[src/rtl/addsub_arbiter.sv]
// Round-robin arbiter that shares one external carry-select Add_Sub adder among
// NUM_REQ requesters and returns each result on a valid/ready response port.
module addsub_arbiter #(
   parameter int DATA_WIDTH = 16,
   parameter int NUM_REQ    = 4,
   parameter int ID_W       = 2
) (
   input  logic                          clk,
   input  logic                          rst,
   input  logic [NUM_REQ-1:0]            req_valid,
   output logic [NUM_REQ-1:0]            req_ready,
   input  logic [NUM_REQ*DATA_WIDTH-1:0] req_a,
   input  logic [NUM_REQ*DATA_WIDTH-1:0] req_b,
   input  logic [NUM_REQ-1:0]            req_sub,
   output logic [DATA_WIDTH-1:0]         add_a,
   output logic [DATA_WIDTH-1:0]         add_b,
   output logic                          add_cin,
   input  logic [DATA_WIDTH-1:0]         add_result,
   input  logic                          add_overflow,
   output logic                          rsp_valid,
   input  logic                          rsp_ready,
   output logic [ID_W-1:0]               rsp_id,
   output logic [DATA_WIDTH-1:0]         rsp_result,
   output logic                          rsp_overflow
);

   typedef enum logic [1:0] {
      S_IDLE = 2'd0,
      S_EXEC = 2'd1,
      S_RESP = 2'd2
   } state_t;

   state_t                r_state;
   state_t                w_state_nxt;
   logic [ID_W-1:0]       r_rr_ptr;
   logic [ID_W-1:0]       r_id;
   logic [DATA_WIDTH-1:0] r_add_a;
   logic [DATA_WIDTH-1:0] r_add_b;
   logic                  r_add_cin;
   logic                  r_rsp_valid;
   logic [ID_W-1:0]       r_rsp_id;
   logic [DATA_WIDTH-1:0] r_rsp_result;
   logic                  r_rsp_overflow;

   logic                  w_any;
   logic [ID_W-1:0]       w_grant_id;
   logic [ID_W-1:0]       w_idx;
   int                    w_sum;
   logic [ID_W-1:0]       w_rr_nxt;
   logic [DATA_WIDTH-1:0] w_sel_a;
   logic [DATA_WIDTH-1:0] w_sel_b;
   logic                  w_sel_sub;
   logic [NUM_REQ-1:0]    w_req_ready;

   // Rotating priority search: walking k downward lets the closest index to rr_ptr win.
   always_comb begin
      w_any      = 1'b0;
      w_grant_id = {ID_W{1'b0}};
      w_idx      = {ID_W{1'b0}};
      w_sum      = 0;
      for (int k = NUM_REQ - 1; k >= 0; k--) begin
         w_sum      = int'(r_rr_ptr) + k;
         w_idx      = (w_sum >= NUM_REQ) ? ID_W'(w_sum - NUM_REQ) : ID_W'(w_sum);
         w_any      = w_any | req_valid[w_idx];
         w_grant_id = req_valid[w_idx] ? w_idx : w_grant_id;
      end
      w_rr_nxt  = (int'(w_grant_id) == NUM_REQ - 1) ? {ID_W{1'b0}} : w_grant_id + ID_W'(1);
      w_sel_a   = req_a[int'(w_grant_id)*DATA_WIDTH +: DATA_WIDTH];
      w_sel_b   = req_b[int'(w_grant_id)*DATA_WIDTH +: DATA_WIDTH];
      w_sel_sub = req_sub[w_grant_id];
   end

   // Next-state logic and the one-cycle accept strobe.
   always_comb begin
      w_state_nxt = r_state;
      w_req_ready = {NUM_REQ{1'b0}};
      case (r_state)
         S_IDLE: begin
            if (w_any) begin
               w_state_nxt             = S_EXEC;
               w_req_ready[w_grant_id] = 1'b1;
            end else begin
               w_state_nxt = S_IDLE;
            end
         end
         S_EXEC:  w_state_nxt = S_RESP;
         S_RESP:  w_state_nxt = rsp_ready ? S_IDLE : S_RESP;
         default: w_state_nxt = S_IDLE;
      endcase
   end

   // State, pointer, adder operands and response registers.
   always_ff @(posedge clk) begin
      if (rst) begin
         r_state        <= S_IDLE;
         r_rr_ptr       <= {ID_W{1'b0}};
         r_id           <= {ID_W{1'b0}};
         r_add_a        <= {DATA_WIDTH{1'b0}};
         r_add_b        <= {DATA_WIDTH{1'b0}};
         r_add_cin      <= 1'b0;
         r_rsp_valid    <= 1'b0;
         r_rsp_id       <= {ID_W{1'b0}};
         r_rsp_result   <= {DATA_WIDTH{1'b0}};
         r_rsp_overflow <= 1'b0;
      end else begin
         r_state <= w_state_nxt;
         case (r_state)
            S_IDLE: begin
               if (w_any) begin
                  // Subtraction is A + ~B + 1 so the shared adder never changes mode.
                  r_add_a   <= w_sel_a;
                  r_add_b   <= w_sel_sub ? ~w_sel_b : w_sel_b;
                  r_add_cin <= w_sel_sub;
                  r_id      <= w_grant_id;
                  r_rr_ptr  <= w_rr_nxt;
               end else begin
                  r_rr_ptr <= r_rr_ptr;
               end
            end
            S_EXEC: begin
               r_rsp_result   <= add_result;
               r_rsp_overflow <= add_overflow;
               r_rsp_id       <= r_id;
               r_rsp_valid    <= 1'b1;
            end
            S_RESP: begin
               if (rsp_ready) begin
                  r_rsp_valid <= 1'b0;
               end else begin
                  r_rsp_valid <= 1'b1;
               end
            end
            default: r_rsp_valid <= 1'b0;
         endcase
      end
   end

   assign req_ready    = w_req_ready;
   assign add_a        = r_add_a;
   assign add_b        = r_add_b;
   assign add_cin      = r_add_cin;
   assign rsp_valid    = r_rsp_valid;
   assign rsp_id       = r_rsp_id;
   assign rsp_result   = r_rsp_result;
   assign rsp_overflow = r_rsp_overflow;

endmodule
[config.mk]
export PLATFORM = sky130hd
export DESIGN_NAME = addsub_arbiter
export DESIGN_NICKNAME = d
export VERILOG_FILES = /design/src/rtl/addsub_arbiter.sv
export SDC_FILE = /design/constraint.sdc
export NUM_CORES = 1
export LEC_CHECK = 0
export CAP_MARGIN = 20
export CORE_AREA = 2 2 95 97
export DETAILED_ROUTE_END_ITERATION = 7
export DIE_AREA = 0 0 97 99
export PLACE_DENSITY = 0.86
export SLEW_MARGIN = 20
export SYNTH_ARGS = -nofsm -noshare
export SYNTH_HDL_FRONTEND = slang
export SYNTH_SLANG_ARGS = --single-unit
[constraint.sdc]
create_clock -name clk -period 8.65 [get_ports clk]
set_clock_uncertainty 0.2 [all_clocks]
set_input_delay 2.1625 -clock clk [delete_from_list [all_inputs] [get_ports clk]]
set_output_delay 2.1625 -clock clk [all_outputs]
set_load 0.05 [all_outputs]
-- Word level (Yosys, flattened, before mapping)
Index checks and enable logic that the tools add are counted.
- bitwise logic cells: 4
- shift-type cells: 2
- eq/ne operators: 3
- order comparisons: 10
- reductions and logical operators: 3
- multiplexer cells: 29
- add/sub/neg operators: 8
- operator list (cell ; count):
    $shiftx A64 B7 Y16 ; 2
    $mux W2 ; 10
    $mux W16 ; 1
    $not A16 Y16 ; 1
    $lt A2 B3 Y1 const B ; 5
    $bmux W1 S2 ; 5
    $ge A3 B3 Y1 const B ; 3
    $mux W1 ; 8
    $mux W4 ; 2
    $sub A2 B1 Y2 const B ; 4
    $add A2 B2 Y3 const B ; 2
    $pmux W2 S3 ; 1
    $eq A2 B1 Y1 const B ; 2
    $add A2 B1 Y3 const B ; 1
    $ge A2 B3 Y1 const B ; 1
    $or A1 B1 Y1 ; 3
    $pmux W1 S3 ; 1
    $add A2 B1 Y2 const B ; 1
    $demux W1 S2 ; 1
    $eq A2 B2 Y1 const B ; 1
    $ge A2 B1 Y1 const B ; 1
    $logic_not A2 Y1 ; 1
    $reduce_and A2 Y1 ; 1
    $logic_and A1 B1 Y1 ; 1
- register bits after elaboration: 59
- output and inout port bits: 57

-- Longest topological paths before layout
Gate-level depths: netlist (run 1).
- depth after elaboration: 15
- gate-level depth with buffers: 10
- depth with buffers taken out: 8

-- Worst setup path before layout (run 1)
OpenSTA, ideal clock, no wires.
- path type: input-to-output
- start: in req_valid[3]
- end: out req_ready[0]
- stages: 6
- setup slack: 2025 ps
- buffers on the path: 1
- data arrival time: 4262 ps
- cells stage by stage: or2_4 -> and4bb_4 -> a31oi_4 -> inv_2 -> clkbuf_1 -> nor3_1
- cells in the longest elaborated chain, start to end: 12
- elaborated cells on any way between the ends: 22
- those cells by class: order compare (2); mux (16); bitwise (3); reduce/logical (1)
- ends and longest elaborated chain (what ; line ; text):
    start, declared ; 10 ; input logic [NUM_REQ-1:0] req_valid,
    $bmux W1 S2 ; 64, 65 ;
    $mux W1 (not written as such) ; 64, 65 ;
    $mux W2 (4 in a row) ; 65 ; w_grant_id = req_valid[w_idx] ? w_idx : w_grant_id;
    $lt A2 B3 Y1 (not written as such) or $ge A2 B1 Y1 (tied branches) ; 81 ; w_req_ready[w_grant_id] = 1'b1;
    $logic_and A1 B1 Y1 (not written as such) ; 81 ;
    $mux W1 (not written as such) ; 81 ;
    $demux W1 S2 ; 81 ;
    $mux W4 (*) ; 79 ; if (w_any) begin
    $mux W4 (*) ; 77 ; case (r_state)
    end, declared ; 11 ; output logic [NUM_REQ-1:0] req_ready,
Mark *: on every way between the ends. The rest lies on a longest branch, timed or not. The select of a mux whose other input is x is not followed.

-- Final worst setup path (run 1)
- start: in req_valid[2]
- end: out req_ready[1]
The elaborated chain is that of the path after synthesis.

==> run metrics, run 1 <==
initial core utilization=39.5%; post-CTS setup buffer count=0; Finished Layout Cells=around 730; hold path cells=2; GR Util met2=38.2%; first-pass GRT wire length=16,800 µm; CP required=6.29 ns; via count=3,624; hpwl dp=7780 µm; CP Launch Type=input pin; commonest non-fill, non-tap cell in the layout=clkdlybuf4s50_1; Distinct cells, synth=28; Rows=34; Area Overhead vs Synth=71.6%; Cells after DPL=712; Num CTS Buffers=9; Synth Area per Inst=7.98 µm²; CTS Root Buffer Type=clkbuf_8; Multi-input gate area=2030 µm²; met1 usage=23.5%; gr busiest metal=met2; # fillers=711; DRC Markers=0; initial DRC count=92; register area=1180 µm²; number of gates resized after cts=0; # nets final=777; io pins=213; fraction of layout cells with a size suffix above 1=between 4 and 5%; vias in the first global route=3,679; cts hold-fix bufs=0; unrepaired setup endpoints after global routing=no; Lkg Pwr=~2.4 nW; cells after synthesis=around 420; minimum clock period=about 7.3 ns; FF-to-FF Start=r_rr_ptr[1]; pwr/cell area=239 nW/µm²; Clock Latency Late Sink=0.32 ns; Max Transition Viols Final=0; commonest cells after routing, fill and taps aside=clkdlybuf4s50_1 (211), nand2_1 (88), mux2i_1 (67), dfxtp_1 (59), nand3_1 (48); synthesis-stage register bit count=slightly below 60; Routed Antenna Nets=0; Worst R2R End=add_b[4]; post-synthesis sequential area ratio=35.0%; clock sinks=59; WL final=10,500 µm; Hold Vio Cnt, Final=0; syn nets=584; Final period util=84.1%; Core Footprint=roughly 8600 µm²; reg2reg path depth=8; pin count of the biggest net entering global routing=69; HP Start=add_a[12]; worst-case clock buffer depth=2; Total GRT Usage=21.3%; Final setup violation count=0; routed len/inst=about 14 µm; # port buffers=about 210; diode count=0; outcome=finished clean; GRT overflow=0; die area=9600 µm²; Min-Delay Path Class=reg -> reg; # Max-Cap Violations=0; DR pass1 iterations=4; r2r setup slk=between 5 and 6 ns; worst endpoint data arrival time=4.91 ns; met3 Use GR=5.89%; Worst Hold Path EP=add_a[12]; TritonCTS clock tree=done; critical path class=in -> out; peak supply drop=~0.00013 V; vias per cell=4.97; Die W=~97 µm; FMAX=137 MHz; warning count from the yosys run=0; worst-path maximum fanout=~70; setup TNS=0 ns; GP Congestion=about 0.82; initial antenna violation count=0; relative slew slack=28.1%; chip height=99 µm; Clock Pin Slew Worst Setup and Hold Paths=0.06 ns; htree depth=3; CP Capture Type=output pin; fin worst setup slack=1.37 ns; Place WS=1.39 ns; post-synthesis instance area=around 3400 µm²; Worst-Margin Slew=between 1 and 1.5 ns
## sequential cells by signal, indices dropped and copies added (netlist names)
register,count
r_state,2
rsp_overflow,1
rsp_valid,1
add_b,16
rsp_result,16
add_a,16
add_cin,1
rsp_id,2
r_id,2
r_rr_ptr,2
## metrics by stage
step           power, mW  util [%]  cell area (µm²)  hold WS (ns)
4_1_cts             1.39      67.6             5780         0.257
6_report            1.38      67.7             5790         0.256
3_5_place_dp        1.05      64.4             5500         0.248
2_1_floorplan      0.829         -             3370         0.236
5_1_grt             1.46      67.7             5790         0.266
3_3_place_gp        1.03      64.4             5500         0.242
## worst max-delay path by stage
| stage | from | endpoint | slack [ns] | depth (start not counted) |
|---|---|---|---|---|
| after floorplan | req_valid[3] | req_ready[0] | 2.03 | 6 |
| after global placement | req_valid[3] | req_ready[1] | 1.43 | 7 |
| after detailed placement | req_valid[0] | req_ready[1] | 1.39 | 7 |
| after CTS | req_valid[2] | req_ready[1] | 1.37 | 7 |
| after global routing | req_valid[2] | req_ready[1] | 1.18 | 7 |
| final | req_valid[2] | req_ready[1] | 1.37 | 7 |
## synth_stat cells, drive strengths merged
master	number	area, µm²
nor2	40	150
nor2b	2	12.5
o31ai	1	7.51
buf	12	83.8
dfxtp	59	1180
nand3	48	240
nor3	6	30.0
or2	1	8.76
a211oi	16	120
xnor2	16	140
ha	5	62.6
nand2b	1	6.26
a22oi	1	7.51
mux2i	67	671
inv	6	22.5
and4bb	1	16.3
clkbuf	22	82.6
a31oi	1	21.3
a21oi	26	130
and2	1	6.26
o32ai	1	27.5
nor3b	1	7.51
nand2	88	330
o31a	1	8.76
## critical path: stages
cell,delay (ns)
clkdlybuf4s50_1,0.58
nor2b_1,0.30
a21oi_1,0.12
a31oi_4,0.21
buf_4,0.66
nor3_1,0.10
clkdlybuf4s50_1,0.73
## cell type report
cell class                      instances  share of cell area, %
Sequential cell                        59                   20.4
Timing Repair Buffer                  216                   37.1
Tap cell                              108                   2.33
Multi-Input combinational cell        324                   35.0
Inverter                                6                  0.389
Clock inverter                          4                   2.07
Clock buffer                           12                   2.68
## cells by family (layout without fill, tap and decap cells)
family | after synthesis | after routing | synth area share (%)
mux | 67 | 67 | 19.9
xor+xnor | 16 | 16 | 4.15
simple gates | 189 | 189 | 24.0
flops | 59 | 59 | 35.0
fa+ha+maj | 5 | 5 | 1.85
compound gates | 47 | 47 | 9.57
buf+inv | 40 | 238 | 5.60
## where the power goes
group	switching [mW]	total, mW	internal (mW)	leakage [nW]
combinational	0.404	0.690	0.285	1.79
clock	0.105	0.342	0.237	0.137
sequential	0.0295	0.352	0.323	0.487
## metal layers
metal  wire (µm)  part of all wire [%]
met1        4230                    40
met2        5180                    49
met3         806                   7.7
met4         289                   2.8
met5           0                     0
(Power assumes the default switching activity.)
==> run 2: changes to the inputs <==
--- a/config.mk
+++ b/config.mk
@@ -6,10 +6,10 @@
 export NUM_CORES = 1
 export LEC_CHECK = 0
 export CAP_MARGIN = 20
-export CORE_AREA = 2 2 95 97
+export CORE_AREA = 2 2 99 101
 export DETAILED_ROUTE_END_ITERATION = 7
-export DIE_AREA = 0 0 97 99
-export PLACE_DENSITY = 0.86
+export DIE_AREA = 0 0 101 103
+export PLACE_DENSITY = 0.8
 export SLEW_MARGIN = 20
 export SYNTH_ARGS = -nofsm -noshare
 export SYNTH_HDL_FRONTEND = slang
==> constraint.sdc (replaced) <==
create_clock -name clk -period 7.5 [get_ports clk]
set_clock_uncertainty 0.2 [all_clocks]
set_input_delay 1.875 -clock clk [delete_from_list [all_inputs] [get_ports clk]]
set_output_delay 1.875 -clock clk [all_outputs]
set_load 0.05 [all_outputs]
==> run metrics, run 2 (synthesis gave the netlist of run 1 again) <==
Num CTS Buffers=9 (unchanged); GP Congestion=0.782 (-5.0%); setup TNS=0 ns (unchanged); vias in the first global route=3,530 (-4.1%); io pins=213 (unchanged); post-CTS setup buffer count=0 (unchanged); Min-Delay Path Class=reg -> reg; WL final=10,600 µm (+1.3%); number of gates resized after cts=0 (unchanged); vias per cell=4.99 (+0.33%); worst-path maximum fanout=37 (-46%); DR pass1 iterations=5 (+1); minimum clock period=6.70 ns; first-pass GRT wire length=16,400 µm (-2.4%); commonest cells after routing, fill and taps aside=clkdlybuf4s50_1 (211), nand2_1 (88), mux2i_1 (67), dfxtp_1 (59), nand3_1 (48); clock sinks=59 (unchanged); worst-case clock buffer depth=2 (unchanged); commonest non-fill, non-tap cell in the layout=clkdlybuf4s50_1; Lkg Pwr=2.42 nW (+0.19%); relative slew slack=30.3% (+2.2 points); hold path cells=2 (unchanged); diode count=0 (unchanged); # Max-Cap Violations=0 (unchanged); DRC Markers=0 (unchanged); critical path class=in -> out; TritonCTS clock tree=done; CP required=5.43 ns (-0.86 ns); unrepaired setup endpoints after global routing=no; pin count of the biggest net entering global routing=68 (-1.4%); Worst-Margin Slew=1.05 ns (-0.0335 ns); # fillers=834 (+17%); cts hold-fix bufs=0 (unchanged); CTS Root Buffer Type=clkbuf_8; htree depth=3 (unchanged); routed len/inst=14.5 µm (+0.38%); HP Start=add_a[13]; Worst Hold Path EP=add_a[13]; via count=3,671 (+1.3%); Layout Utilization=61.4% (-6.3 points); reg2reg path depth=8 (unchanged); peak supply drop=0.000147 V (+12%); Worst R2R End=add_b[4]; FF-to-FF Start=r_rr_ptr[1]; r2r setup slk=4.24 ns (-1.29 ns); initial core utilization=35.7% (-3.8 points); Core Footprint=9460 µm² (+11%); GRT overflow=0 (unchanged); CP Capture Type=output pin; Final period util=89.4%; hpwl dp=8110 µm (+4.3%); Routed Antenna Nets=0 (unchanged); Area Overhead vs Synth=72.1%; worst endpoint data arrival time=4.63 ns (-0.28 ns); Hold Vio Cnt, Final=0 (unchanged); chip height=103 µm (+4.0%); pwr/cell area=274 nW/µm² (+15%); CP Launch Type=input pin; Clock Latency Late Sink=0.32 ns (about the same); Rows=36 (+5.9%); initial DRC count=88 (-4.3%); FMAX=149 MHz; fraction of layout cells with a size suffix above 1=4.98% (+0.15 points); outcome=finished clean; Total GRT Usage=19.8% (-1.5 points); # nets final=778 (+0.13%); # port buffers=212 (unchanged); Clock Pin Slew Worst Setup and Hold Paths=0.06 ns (about the same); initial antenna violation count=0 (unchanged); Final setup violation count=0 (unchanged); Max Transition Viols Final=0 (unchanged); die area=10,400 µm² (+8.3%); Die W=101 µm (+4.1%)
## run 2: cell count changes in the layout (fill, tap and decap cells not counted)
cell,change
buf_4,+1
## run 2: where the power goes
group	leakage, nW	total [mW]	switching, mW	internal (mW)
clock network	0.137	0.393	0.120	0.273
registers	0.487	0.406	0.0337	0.372
logic	1.80	0.793	0.464	0.329
total	2.42	1.59	0.618	0.974
## run 2: area by class of cell
type | count | area, µm² | share of cell area, %
clock buffers | 12 | 155 | 2.67
multi-input cells | 324 | 2030 | 34.9
flip-flops and latches | 59 | 1180 | 20.3
clock inverters | 4 | 120 | 2.07
repair buffers | 217 | 2160 | 37.2
well taps | 114 | 143 | 2.46
inverters | 6 | 22.5 | 0.388
## run 2: through the flow
stage / total power [mW] / instances / area, µm² / hold slack, ns / worst slack [ns]
final: 1.59 / 736 / 5810 / 0.255 / 0.797
after global routing: 1.69 / 736 / 5810 / 0.272 / 0.630
after CTS: 1.61 / 735 / 5790 / 0.255 / 0.759
after detailed placement: 1.21 / 719 / 5520 / 0.246 / 0.778
after global placement: 1.19 / 719 / 5520 / 0.244 / 0.874
after floorplan: 0.956 / 423 / 3370 / 0.236 / 1.45
## run 2: routing by layer
layer | up-vias | track usage [%] | routed length (µm)
li1 | 1824 | - | -
met1 | 1677 | 21.3 | 4000
met2 | 151 | 37.3 | 5680
met3 | 19 | 5.56 | 776
met4 | 0 | 6.86 | 188
met5 | - | 0 | 0
## run 2: how the worst max path moves through the flow
stage	from	slack, ns	endpoint	depth (start not counted)
after global routing	req_valid[2]	0.63	req_ready[3]	8
after global placement	req_valid[0]	0.87	req_ready[3]	8
after detailed placement	req_valid[0]	0.78	req_ready[3]	8
after floorplan	req_valid[3]	1.45	req_ready[0]	6
after CTS	req_valid[2]	0.76	req_ready[3]	8
final	req_valid[2]	0.80	req_ready[3]	8
## run 2: critical path: stages
cell             delay, ns
clkdlybuf4s50_1       0.51
nor2b_1               0.21
a21oi_1               0.25
a31oi_4               0.14
inv_2                 0.46
ha_1                  0.23
and2_1                0.12
clkdlybuf4s50_1       0.83
